**src/rtl/rom_burst_pkg.sv**
```systemverilog
// Shared types and ROM content generator for rom_burst_reader.
// Optional build macro: ROM_PARITY_EN adds a parity bit to every beat tag.
package rom_burst_pkg;

   // Widest word the content generator can produce.
   localparam int ROM_MAX_W = 64;

   localparam logic [7:0] BASE8 [8] = '{8'h33, 8'hCC, 8'h55, 8'hAA,
                                        8'hF0, 8'h0F, 8'h81, 8'h7E};

   typedef enum logic {
      IDLE  = 1'b0,
      BURST = 1'b1
   } state_t;

   // Sideband carried with each data word through the output buffer.
   typedef struct packed {
      logic last;
      logic err;
`ifdef ROM_PARITY_EN
      logic parity;
`endif
   } beat_tag_t;

   // Entry idx: base pattern repeated across the word, low bits XORed with idx/8.
   function automatic logic [ROM_MAX_W-1:0] rom_word(input int idx, input int width);
      logic [ROM_MAX_W-1:0] w;
      logic [7:0]           b;
      w = '0;
      b = BASE8[3'(idx % 8)];
      for (int k = 0; k < ROM_MAX_W; k++) begin
         if (k < width) w[6'(k)] = b[3'(k % 8)];
      end
      w = w ^ ROM_MAX_W'(idx / 8);
      return w;
   endfunction

endpackage

```
**src/rtl/rom_out_buf.sv**
```systemverilog
// Two-entry valid/ready FIFO holding response beats so a stalled consumer
// loses nothing. The head entry is a register, so outputs stay stable
// while the consumer stalls. count lets the producer gate new reads.
module rom_out_buf
   import rom_burst_pkg::*;
#(
   parameter int WIDTH = 8
) (
   input  logic             clk,
   input  logic             rst_n,
   input  logic             push,
   input  logic [WIDTH-1:0] push_data,
   input  beat_tag_t        push_tag,
   input  logic             pop_ready,
   output logic             out_valid,
   output logic [WIDTH-1:0] out_data,
   output beat_tag_t        out_tag,
   output logic [1:0]       count
);

   logic [WIDTH-1:0] data_q [2];
   beat_tag_t        tag_q  [2];
   logic             wr_ptr;
   logic             rd_ptr;
   logic             wr;
   logic             pop;

   assign wr        = push && (count != 2'd2);
   assign pop       = out_valid && pop_ready;
   assign out_valid = (count != 2'd0);
   assign out_data  = data_q[rd_ptr];
   assign out_tag   = tag_q[rd_ptr];

   // Storage, pointers and occupancy.
   always_ff @(posedge clk or negedge rst_n) begin
      if (!rst_n) begin
         for (int k = 0; k < 2; k++) begin
            data_q[k] <= '0;
            tag_q[k]  <= '0;
         end
         wr_ptr <= 1'b0;
         rd_ptr <= 1'b0;
         count  <= 2'd0;
      end else begin
         if (wr) begin
            data_q[wr_ptr] <= push_data;
            tag_q[wr_ptr]  <= push_tag;
            wr_ptr         <= ~wr_ptr;
         end
         if (pop) rd_ptr <= ~rd_ptr;
         count <= count + 2'(wr) - 2'(pop);
      end
   end

endmodule

```
**src/rtl/rom_burst_reader.sv**
```systemverilog
// Burst reader over a generated, read-only lookup table.
// Optional build macro: ROM_PARITY_EN adds output resp_parity.
//
//   state | meaning
//   IDLE  | req_ready high, waiting for a request
//   BURST | issuing one ROM read per cycle while the output buffer has room
//
// The ROM read is registered straight into the output buffer entry, so a read
// issued in cycle C is presented in C+1 and the buffer occupancy already
// accounts for every in-flight read.
module rom_burst_reader
   import rom_burst_pkg::*;
#(
   parameter int WIDTH = 8,
   parameter int DEPTH = 8,
   parameter int AW    = $clog2(DEPTH),
   parameter int LEN_W = 4
) (
   input  logic             clk,
   input  logic             rst_n,
   input  logic             req_valid,
   output logic             req_ready,
   input  logic [AW-1:0]    req_addr,
   input  logic [LEN_W-1:0] req_len,
   output logic             resp_valid,
   input  logic             resp_ready,
   output logic [WIDTH-1:0] resp_data,
   output logic             resp_last,
   output logic             resp_err,
`ifdef ROM_PARITY_EN
   output logic             resp_parity,
`endif
   output logic             busy
);

   localparam int            ROM_ENTRIES = 1 << AW;
   localparam logic [AW-1:0] LAST_ADDR   = AW'(DEPTH - 1);

   logic [WIDTH-1:0] rom_mem [ROM_ENTRIES];

   // Unused slots above DEPTH read as zero; they are only reachable in err_mode.
   for (genvar g = 0; g < ROM_ENTRIES; g++) begin : g_rom
      if (g < DEPTH) begin : g_used
         localparam logic [ROM_MAX_W-1:0] WORD = rom_word(g, WIDTH);
         assign rom_mem[g] = WORD[WIDTH-1:0];
      end else begin : g_pad
         assign rom_mem[g] = '0;
      end
   end

   logic addr_oob;
   if (DEPTH == ROM_ENTRIES) begin : g_full
      assign addr_oob = 1'b0;
   end else begin : g_part
      assign addr_oob = (req_addr >= AW'(DEPTH));
   end

   state_t           state;
   logic [AW-1:0]    addr;
   logic [LEN_W-1:0] beats_left;
   logic             err_mode;
   logic             issue;
   logic [1:0]       buf_count;
   logic [WIDTH-1:0] rom_rd;
   logic [WIDTH-1:0] push_data;
   beat_tag_t        push_tag;
   beat_tag_t        out_tag;

   assign issue  = (state == BURST) && (buf_count < 2'd2);
   assign rom_rd = rom_mem[addr];

   // Beat contents for the read issued this cycle.
   always_comb begin
      push_data     = err_mode ? '0 : rom_rd;
      push_tag      = '0;
      push_tag.last = (beats_left == '0);
      push_tag.err  = err_mode;
`ifdef ROM_PARITY_EN
      // Error beats carry deliberately wrong parity.
      push_tag.parity = err_mode ? 1'b1 : ^rom_rd;
`endif
   end

   // Request acceptance, address walk and burst length tracking.
   always_ff @(posedge clk or negedge rst_n) begin
      if (!rst_n) begin
         state      <= IDLE;
         req_ready  <= 1'b1;
         addr       <= '0;
         beats_left <= '0;
         err_mode   <= 1'b0;
      end else begin
         case (state)
            IDLE: begin
               if (req_valid && req_ready) begin
                  addr       <= req_addr;
                  beats_left <= req_len;
                  err_mode   <= addr_oob;
                  state      <= BURST;
                  req_ready  <= 1'b0;
               end
            end
            BURST: begin
               if (issue) begin
                  if (beats_left == '0) begin
                     state     <= IDLE;
                     req_ready <= 1'b1;
                  end else begin
                     beats_left <= beats_left - LEN_W'(1);
                     if (!err_mode) addr <= (addr == LAST_ADDR) ? '0 : addr + AW'(1);
                  end
               end
            end
            default: begin
               state     <= IDLE;
               req_ready <= 1'b1;
            end
         endcase
      end
   end

   rom_out_buf #(
      .WIDTH(WIDTH)
   ) u_buf (
      .clk       (clk),
      .rst_n     (rst_n),
      .push      (issue),
      .push_data (push_data),
      .push_tag  (push_tag),
      .pop_ready (resp_ready),
      .out_valid (resp_valid),
      .out_data  (resp_data),
      .out_tag   (out_tag),
      .count     (buf_count)
   );

   assign resp_last = out_tag.last;
   assign resp_err  = out_tag.err;
`ifdef ROM_PARITY_EN
   assign resp_parity = out_tag.parity;
`endif
   assign busy = (state != IDLE) || (buf_count != 2'd0);

endmodule
```
**config.mk**
```make
export PLATFORM = sky130hd
export DESIGN_NAME = rom_burst_reader
export DESIGN_NICKNAME = d
export VERILOG_FILES = /design/src/rtl/rom_burst_pkg.sv /design/src/rtl/rom_out_buf.sv /design/src/rtl/rom_burst_reader.sv
export SDC_FILE = /design/constraint.sdc
export NUM_CORES = 1
export LEC_CHECK = 0
export ABC_AREA = 1
export BUFFER_PORTS_ARGS = -buffer_cell sky130_fd_sc_hd__buf_2
export CORE_MARGIN = 2
export CORE_UTILIZATION = 45
export CTS_BUF_LIST = sky130_fd_sc_hd__clkbuf_8
export CTS_CLUSTER_SIZE = 30
export DETAILED_ROUTE_END_ITERATION = 10
export HOLD_SLACK_MARGIN = 0.15
export PLACE_DENSITY = 0.67
export SLEW_MARGIN = 25
export SYNTH_ARGS = -nofsm -noshare
export SYNTH_HDL_FRONTEND = slang
export SYNTH_SLANG_ARGS = --single-unit
```
**constraint.sdc**
```tcl
create_clock -name clk -period 3.2 [get_ports clk]
set_clock_uncertainty 0.1 [all_clocks]
set_input_delay 0.48 -clock clk [delete_from_list [all_inputs] [get_ports clk]]
set_output_delay 0.48 -clock clk [all_outputs]
set_load 0.01 [all_outputs]
```
After elaboration in Yosys (flattened, before gate mapping)
Memories as Yosys holds them, arrays and structs flattened. Cells that the tools add are included.

Muxes and demuxes: 31. Reductions and logical operators: 10. Equality and inequality tests: 6. Bitwise logic cells: 6. $add $sub $neg: 4. $lt $le $gt $ge: 5.

Operators with widths (count): $mux W8 (6); $bwmux W16 (1); $mux W3 (4); $mux W4 (3); $demux W8 S1 (1); $mux W2 (4); $pmux W4 S2 (1); $mux W1 (6); $ne A2 B2 Y1 const B (3); $pmux W3 S2 (1); $reduce_and A3 Y1 (2); $logic_and A1 B1 Y1 (5); $bwmux W4 (1); $ge A2 B2 Y1 const B (2); $ge A4 B4 Y1 const B (1); $logic_not A4 Y1 (1); $ne A2 B1 Y1 const B (2); $not A1 Y2 (2); $not A3 Y4 (1); $pmux W1 S2 (2); $sub A4 B1 Y4 const B (1); $add A3 B1 Y3 const B (1); $eq A3 B3 Y1 const B (1); $not A1 Y1 (3); 7 further kinds (7).

Memories: 1. Memory bits (read-only): 64. Register bits: 33. Output and inout port bits: 13. Input bits: 11. Word-level logic and storage cells: 76.

Memories: (name not given) (words 8, width 8, rd ports 1, clocked after memory_dff 0, write ports 0, line rom_burst_reader.sv:70) `assign rom_rd = rom_mem[addr];`.

Depth between registers and ports, before layout
Gate-level depths: netlist (run 1).

Depth in word-level cells: 6. Depth in mapped cells: 8. Mapped depth without buffers: 8.

Hierarchy
Synthesis (run 1) repeated with hierarchy kept, for this count alone.

Cell total of the unflattened synthesis: 228. Area total of the unflattened synthesis: 1784.2 sq um.

By module, submodules not included: rom_out_buf (area each 1191.1 sq um, instances 1, sequential area each 600.6 sq um, cells an instance 150); rom_burst_reader (area each 593.1 sq um, instances 1, sequential area each 226.5 sq um, cells an instance 78).

Least setup slack after synthesis (run 1)
No wires, ideal clock.

Path kind: reg-to-reg. Start: reg u_buf.count[1]. End: reg u_buf.count[1]. Setup slack: 1.673 ns. Period minus slack after synthesis: 1.527 ns. Data required time: 2.977 ns. Arrival: 1.305 ns. Library setup time: 0.123 ns. Stages on the path, launching flop included: 9. Path buffers: 0. Path through: dfrtp_1 > inv_1 > nand2_1 > nand2_1 > inv_1 > ha_1 > inv_1 > ha_1 > xnor2_1.

Elaborated cells on any way between the ends: 8. Classes of those cells: add/sub (2); order compare (1); eq/ne (1); reduce/logical (4).

RTL lines: start, declared (line rom_out_buf.sv:18) `output logic [1:0] count`; start signal, assigned (line rom_out_buf.sv:51) `count <= count + 2'(wr) - 2'(pop);`; $reduce_bool A2 Y1 (line rom_out_buf.sv:30) `assign out_valid = (count != 2'd0);`; net resp_valid (line rom_burst_reader.sv:25) `output logic resp_valid,`; $logic_and A1 B1 Y1 (line rom_out_buf.sv:29) `assign pop = out_valid && pop_ready;`; net u_buf.pop (line rom_out_buf.sv:26) `logic pop;`; $sub A2 B1 Y2 (line rom_out_buf.sv:51).

The timed path passes the listed nets, and every way through them passes these cells. A chain may end at the register's enable or synchronous reset.

Worst setup path in the final report (run 1)
Start: reg state. End: out busy.

Longest elaborated chain between the ends: 1.

Ends and longest elaborated chain: start, declared (line rom_burst_reader.sv:58) `state_t state;`; start signal, assigned (line rom_burst_reader.sv:87) `state <= IDLE;`; start signal, assigned (line rom_burst_reader.sv:99) `state <= BURST;`; start signal, assigned (line rom_burst_reader.sv:106) `state <= IDLE;`; $logic_or A1 B1 Y1 (line rom_burst_reader.sv:142) `assign busy = (state != IDLE) || (buf_count != 2'd0);`; end, declared (line rom_burst_reader.sv:33) `output logic busy`.

No other way between the ends.

==> results of run 1 <==
-- metrics by stage --
stage	util, %	std cells	hold slack (ps)	instance area, um^2	power, mW
3_5_place_dp	52.0	193	366	1310	1.21
5_1_grt	54.2	198	411	1370	1.51
4_1_cts	54.2	198	388	1370	1.39
2_1_floorplan	-	153	84.4	1240	1.04
3_3_place_gp	52.0	193	357	1310	1.18
6_report	54.2	198	382	1370	1.37
-- per-layer routing --
layer / GRT usage [%] / up-vias / share of wire, %
met5: 0 / - / 0
met4: 7.14 / 0 / 1.8
met3: 2.09 / 4 / 3.0
met2: 27.2 / 15 / 50
met1: 18.7 / 426 / 46
li1: - / 484 / -
-- power by group through the flow --
stage / clock network, mW / logic [mW] / registers, mW
4_1_cts: 0.184 / 0.651 / 0.557
6_report: 0.176 / 0.638 / 0.554
3_3_place_gp: 0 / 0.624 / 0.557
2_1_floorplan: 0 / 0.521 / 0.522
3_5_place_dp: 0 / 0.649 / 0.562
5_1_grt: 0.190 / 0.745 / 0.572
-- cells in the final DEF (no fill, tap or decap), drive strengths merged --
cell type	n
nand3	6
nor2	6
o21ai	19
clkbuf	3
dfrtp	22
inv	24
or2	1
xnor2	3
ha	5
buf	18
dfstp	1
o21a	4
dlygate4sd3	1
conb	5
nand2	50
-- kinds of logic (layout without fill, tap and decap cells) --
logic type / count (synthesis) / in the layout / share of synthesized area, %
simple gates: 63 / 63 / 23.3
buf+inv: 31 / 46 / 11.9
compound gates: 23 / 23 / 10.2
flops: 23 / 23 / 47.0
fa+ha+maj: 5 / 5 / 5.10
xor+xnor: 3 / 3 / 2.14
other cells: 1 / 5 / 0.306
-- path summary, 6_finish.rpt --
check                           cells past startpoint  slack (ps)         endpoint             from
worst max-delay path                                3        1430             busy            state
worst min-delay path                                2         380  u_buf.data_q[1]  u_buf.data_q[1]
worst max register to register                      8        1610   u_buf.count[1]   u_buf.count[1]
worst min register to register                      2         380  u_buf.data_q[1]  u_buf.data_q[1]
max in group asynchronous                           2        2020        req_ready            rst_n
min in group asynchronous                           2         620    beats_left[1]            rst_n
-- layout make-up --
| class | count | area share [%] |
|---|---|---|
| tap | 30 | 2.75 |
| clock buffer | 3 | 3.02 |
| clock inverter | 1 | 0.275 |
| inverter | 23 | 6.50 |
| timing repair buffer | 19 | 7.33 |
| sequential | 23 | 42.2 |
| multi-input combinational | 99 | 37.9 |
-- critical path, delay by kind of cell (launching register included) --
family	cells	cell delay [ps]
buffers and inverters	2	370
DFF	1	460
and+or+nand+nor	1	90
-- state kept, by name, summed over array words and instances, names as in the netlist --
| signal | count |
|---|---|
| addr | 3 |
| u_buf.rd_ptr | 1 |
| state | 1 |
| u_buf.tag_q | 2 |
| req_ready | 1 |
| u_buf.count | 2 |
| beats_left | 4 |
| u_buf.wr_ptr | 1 |
| u_buf.data_q | 8 |
==> metrics.cfg, run 1 <==
[cts]
cts-buffers-inserted = 3
clock_latency_ps = 260
clk_pin_slew_ps = 80
numClockSinks = 23
post_cts_resized = 0
cts_setup_buffers = 0
root_buffer = clkbuf_8
htree_levels = 1
cts_tree = done
holdBufCountCts = 1
cts_buffer_depth = 2

[final_layout]
final_layout_size_suffix_gt1_share_pct = 18.5
syn2layout_area_growth_pct = 11.4
nNetsFinal = 185
n_antenna_cell = 0
nFillCells = 251
multiInputGateArea_um2 = 518
seqCellArea_um2 = 577

[job]
max-cap-violations = 0

[floorplanning]
rows = 18
die_w_um = 56.2
start_util_pct = 48.6
ios = 24
core_area_um2 = 2520
dieArea_um2 = 3160
fp.dieH_um = 56.2

[detailed_routing]
drtIter0Drc = 11
drt-total-wl_um = 2200
wl_per_cell_um = 11.1
via_per_inst = 4.69
first_pass_iters = 4
drc_errors = 0
detail-route-antenna-nets = 0
vias = 929

[sta]
setup-violations-final = 0
period_minus_slack_ps = 1770
finalHoldViolCount = 0
rsz0062_at_grt = false
worstMarginPinSlew_ps = 518
relSlewSlack_pct = 65.4
drv_slew = 0
min_period_over_period_pct = 55.3
timing.final.ws_setup_ps = 1430
timing.setup.tns_ps = 0
fmax_mhz = 565

[synthesis]
ys_ff_latch = 23
async_flop_share_pct = 100
synth_edf_count = 0
yosysTopAreaCellShare_pct = 44.9
synth_area_leader_cell = dfrtp_1
syn_area_um2 = 1230
yosysMostFrequentCell = nand2_1
postSynthAreaPerCell_um2 = 8.23
synth_commonest_cells = 49 x nand2_1, 22 x dfrtp_1, 20 x inv_1
synth_ff_type = dfrtp_1
synth_area_leaders = dfrtp_1 45%, nand2_1 15%, o21ai_0 6.9%
ys_seq_area_share_pct = 47.0
ys_types = 23
ys_warn_count = 0
syn_inst = 149

[setup_path]
max_stage_delay_ps = 460
crit_arrival_ps = 1190
path_cells = inv_2 > nand3_1 > buf_2
end_kind = output port
crit_required_ps = 2620
crit_path_top_delay_cell = dfrtp_1
critPathLaunchType = flip-flop
crit_type = flip-flop to output port
worstPathMaxFanout = 12

[power_and_ir_drop]
clkPwrFrac_pct = 12.9
power.density_nw_per_um2 = 1000
intPower_uw = 775
power.switching_uw = 593
seq_power_share_pct = 40.5
ir_worst_vdd_uv = 511
combPwrFrac_pct = 46.6
p_leak_nw = 0.737
p_sw_share_pct = 43.4

[placed_design]
hpwl_um = 1680
portBuffers = 18
dpl_worst_slack_ps = 1600
place.gp.congestion = 0.751

[global_routing]
grt_max_degree = 24
grt_pass1_vias = 905
antenna_found_initial = 0
track_usage_pct = 15.5
grt_overflow = 0
grt_pass1_wl_um = 3880

[run_status]
status = complete, no violations

[min_path]
min_path_type = flip-flop to flip-flop

No activity file was read; power rests on OpenSTA's default activity.
==> run 2: changes to the inputs <==
PLACE_DENSITY = 0.7   (was 0.67)
clock period = 1.5 ns   (was 3.2 ns; I/O delays follow)
==> run 2 against run 1 <==
Core utilization up 4.2 points. Sequential power up 110%. Critical endpoint is now u_buf.count[1]. Design area up 7.8%. Critical path depth up 5. First-iteration DRC count up 91%. Non-clock buffer count up 7. Clock-buffer cell count unchanged.
==> metrics.cfg, run 2 (synthesized netlist as in run 1, its figures left out) <==
[run_status]
status = complete, no violations

[sta]
period_minus_slack_ps = 1420
finalHoldViolCount = 0  ; unchanged
timing.final.ws_setup_ps = 81.3  ; -1350 ps
drv_slew = 0  ; unchanged
setup-violations-final = 0  ; unchanged
hold_ws_ps = 159  ; -223 ps
min_period_over_period_pct = 94.6
worstMarginPinSlew_ps = 510  ; -8.40 ps
relSlewSlack_pct = 66.0  ; +0.56 points
timing.setup.tns_ps = 0  ; unchanged
fmax_mhz = 705

[detailed_routing]
drc_errors = 0  ; unchanged
via_per_inst = 4.70  ; +0.12%
detail-route-antenna-nets = 0  ; unchanged
wl_per_cell_um = 11.2  ; +1.1%
drtIter0Drc = 21  ; +10
first_pass_iters = 4  ; unchanged
vias = 963  ; +3.7%
drt-total-wl_um = 2300  ; +4.7%

[floorplanning]
ios = 24  ; unchanged
dieArea_um2 = 3160  ; unchanged
rows = 18  ; unchanged
core_area_um2 = 2520  ; unchanged
start_util_pct = 48.6  ; unchanged
fp.dieH_um = 56.2  ; unchanged
die_w_um = 56.2  ; unchanged

[setup_path]
max_stage_delay_ps = 400  ; -60 ps
reg2regPathDepth = 8  ; unchanged
crit_arrival_ps = 1470  ; +280 ps
startpoint = u_buf.count[1]
worstPathMaxFanout = 2  ; -10
end_kind = flip-flop
critPathLaunchType = flip-flop
crit_top_cell = inv_2
path_cells = inv_2 > nand2_2 > nand2_2 > inv_2 > ha_4 > inv_2 > ha_4 > xnor2_2
reg2reg_from = u_buf.count[1]
crit_required_ps = 1550  ; -1070 ps
crit_path_top_delay_cell = dfrtp_1
crit_type = flip-flop to flip-flop

[power_and_ir_drop]
ir_worst_vdd_uv = 1150  ; +120%
p_sw_share_pct = 42.7  ; -0.69 points
seq_power_share_pct = 36.2  ; -4.3 points
intPower_mw = 1.83  ; +140%
combPwrFrac_pct = 52.1  ; +5.5 points
power.switching_mw = 1.36  ; +130%
power_mw = 3.19  ; +130%
power.density_nw_per_um2 = 2170  ; +120%
clkPwrFrac_pct = 11.7  ; -1.2 points
p_leak_nw = 0.774  ; +4.9%

[global_routing]
grt_max_degree = 24  ; unchanged
antenna_found_initial = 0  ; unchanged
grt_pass1_vias = 937  ; +3.5%
track_usage_pct = 15.7  ; +0.21 points
grt_overflow = 0  ; unchanged
grt_pass1_wl_um = 3960  ; +2.0%

[min_path]
hold_depth = 5  ; +3
min-delay-start = req_addr[2]
min_path_type = primary input to flip-flop

[final_layout]
syn2layout_area_growth_pct = 20.1
final_cell_area_um2 = 1470  ; +7.8%
final_common_cell = nand2_1
n_antenna_cell = 0  ; unchanged
nNetsFinal = 192  ; +3.8%
reg.largest.list = u_buf.data_q: 8 flops, beats_left: 4 flops, addr: 3 flops
largest_reg_flops = 8  ; unchanged
final_layout_size_suffix_gt1_share_pct = 28.0  ; +9.5 points
regMostFlops = u_buf.data_q
mostFrequentLayoutCells = 47 x nand2_1, 21 x dfrtp_1, 18 x buf_2, 17 x o21ai_0, 15 x inv_1

[cts]
cts-buffers-inserted = 3  ; unchanged
root_buffer = clkbuf_8
cts_tree = done
clk_pin_slew_ps = 80  ; about the same
htree_levels = 1  ; unchanged
clock_latency_ps = 260  ; about the same
numClockSinks = 23  ; unchanged
cts_buffer_depth = 2  ; unchanged

[placed_design]
hpwl_um = 1730  ; +3.2%
dpl_cell_area_um2 = 1350  ; +2.7%
portBuffers = 18  ; unchanged
place.gp.congestion = 0.741  ; -1.3%
dpl_worst_slack_ps = -24.5  ; -1630 ps

[job]
max-cap-violations = 0  ; unchanged

## run 2: cell types whose count changed in the layout (fill, tap and decap cells not counted), moves of 2 or more
cell | before | now
nand2_1 | 49 | 47
buf_4 | 0 | 5
inv_1 | 21 | 15
inv_2 | 2 | 8
ha_4 | 0 | 2
ha_1 | 5 | 2
## run 2: power groups by stage
stage,Combinational [mW],Sequential [mW],Clock (mW)
4_1_cts,1.57,1.15,0.382
2_1_floorplan,1.12,1.11,0
5_1_grt,1.92,1.20,0.407
3_3_place_gp,1.45,1.15,0
3_5_place_dp,1.52,1.16,0
6_report,1.66,1.15,0.373
## run 2: metal layers
layer	global-route usage, %	share of wire (%)	vias to the layer above	wire length [um]
met4	4.08	1.1	0	25
li1	-	-	500	-
met3	2.56	4.1	2	94
met5	0	0	-	0
met2	27.7	48	23	1120
met1	19.9	46	438	1060
## run 2: what timing repair did
item	4_1_cts	5_1_grt
hold endpoints to repair	24	0
setup buffers	1	0
setup endpoints to repair	1	13
resized for setup	3	11
pin swaps	1	4
hold buffers	3	0
## run 2: cell type report
| cell class | instances | area, um^2 |
|---|---|---|
| clock buffers | 3 | 41.3 |
| clock inverters | 1 | 3.75 |
| fillers | 243 | 1050 |
| inverters | 23 | 88.8 |
| multi-input cells | 99 | 563 |
| flip-flops and latches | 23 | 578 |
| well taps | 30 | 37.5 |
| repair buffers | 26 | 160 |
## run 2: critical path, delay by kind of cell, from the launching register on
family	cells	cell delay, ps
flops	1	400
fa+ha+maj	2	400
buf+inv	3	160
xor+xnor	1	130
simple gates	2	120
## run 2: final timing paths
check / slack [ps] / endpoint
max in group asynchronous: 570 / u_buf.rd_ptr
worst min-delay path: 160 / addr[2]
worst max register to register: 80 / u_buf.count[1]
worst min register to register: 380 / u_buf.data_q[3]
worst max-delay path: 80 / u_buf.count[1]
min in group asynchronous: 360 / beats_left[2]
## run 2: stage by stage
stage | util, % | cells
after global routing | 58.4 | 205
after floorplan | - | 153
after detailed placement | 53.4 | 197
final | 58.4 | 205
after global placement | 53.4 | 197
after CTS | 56.7 | 205
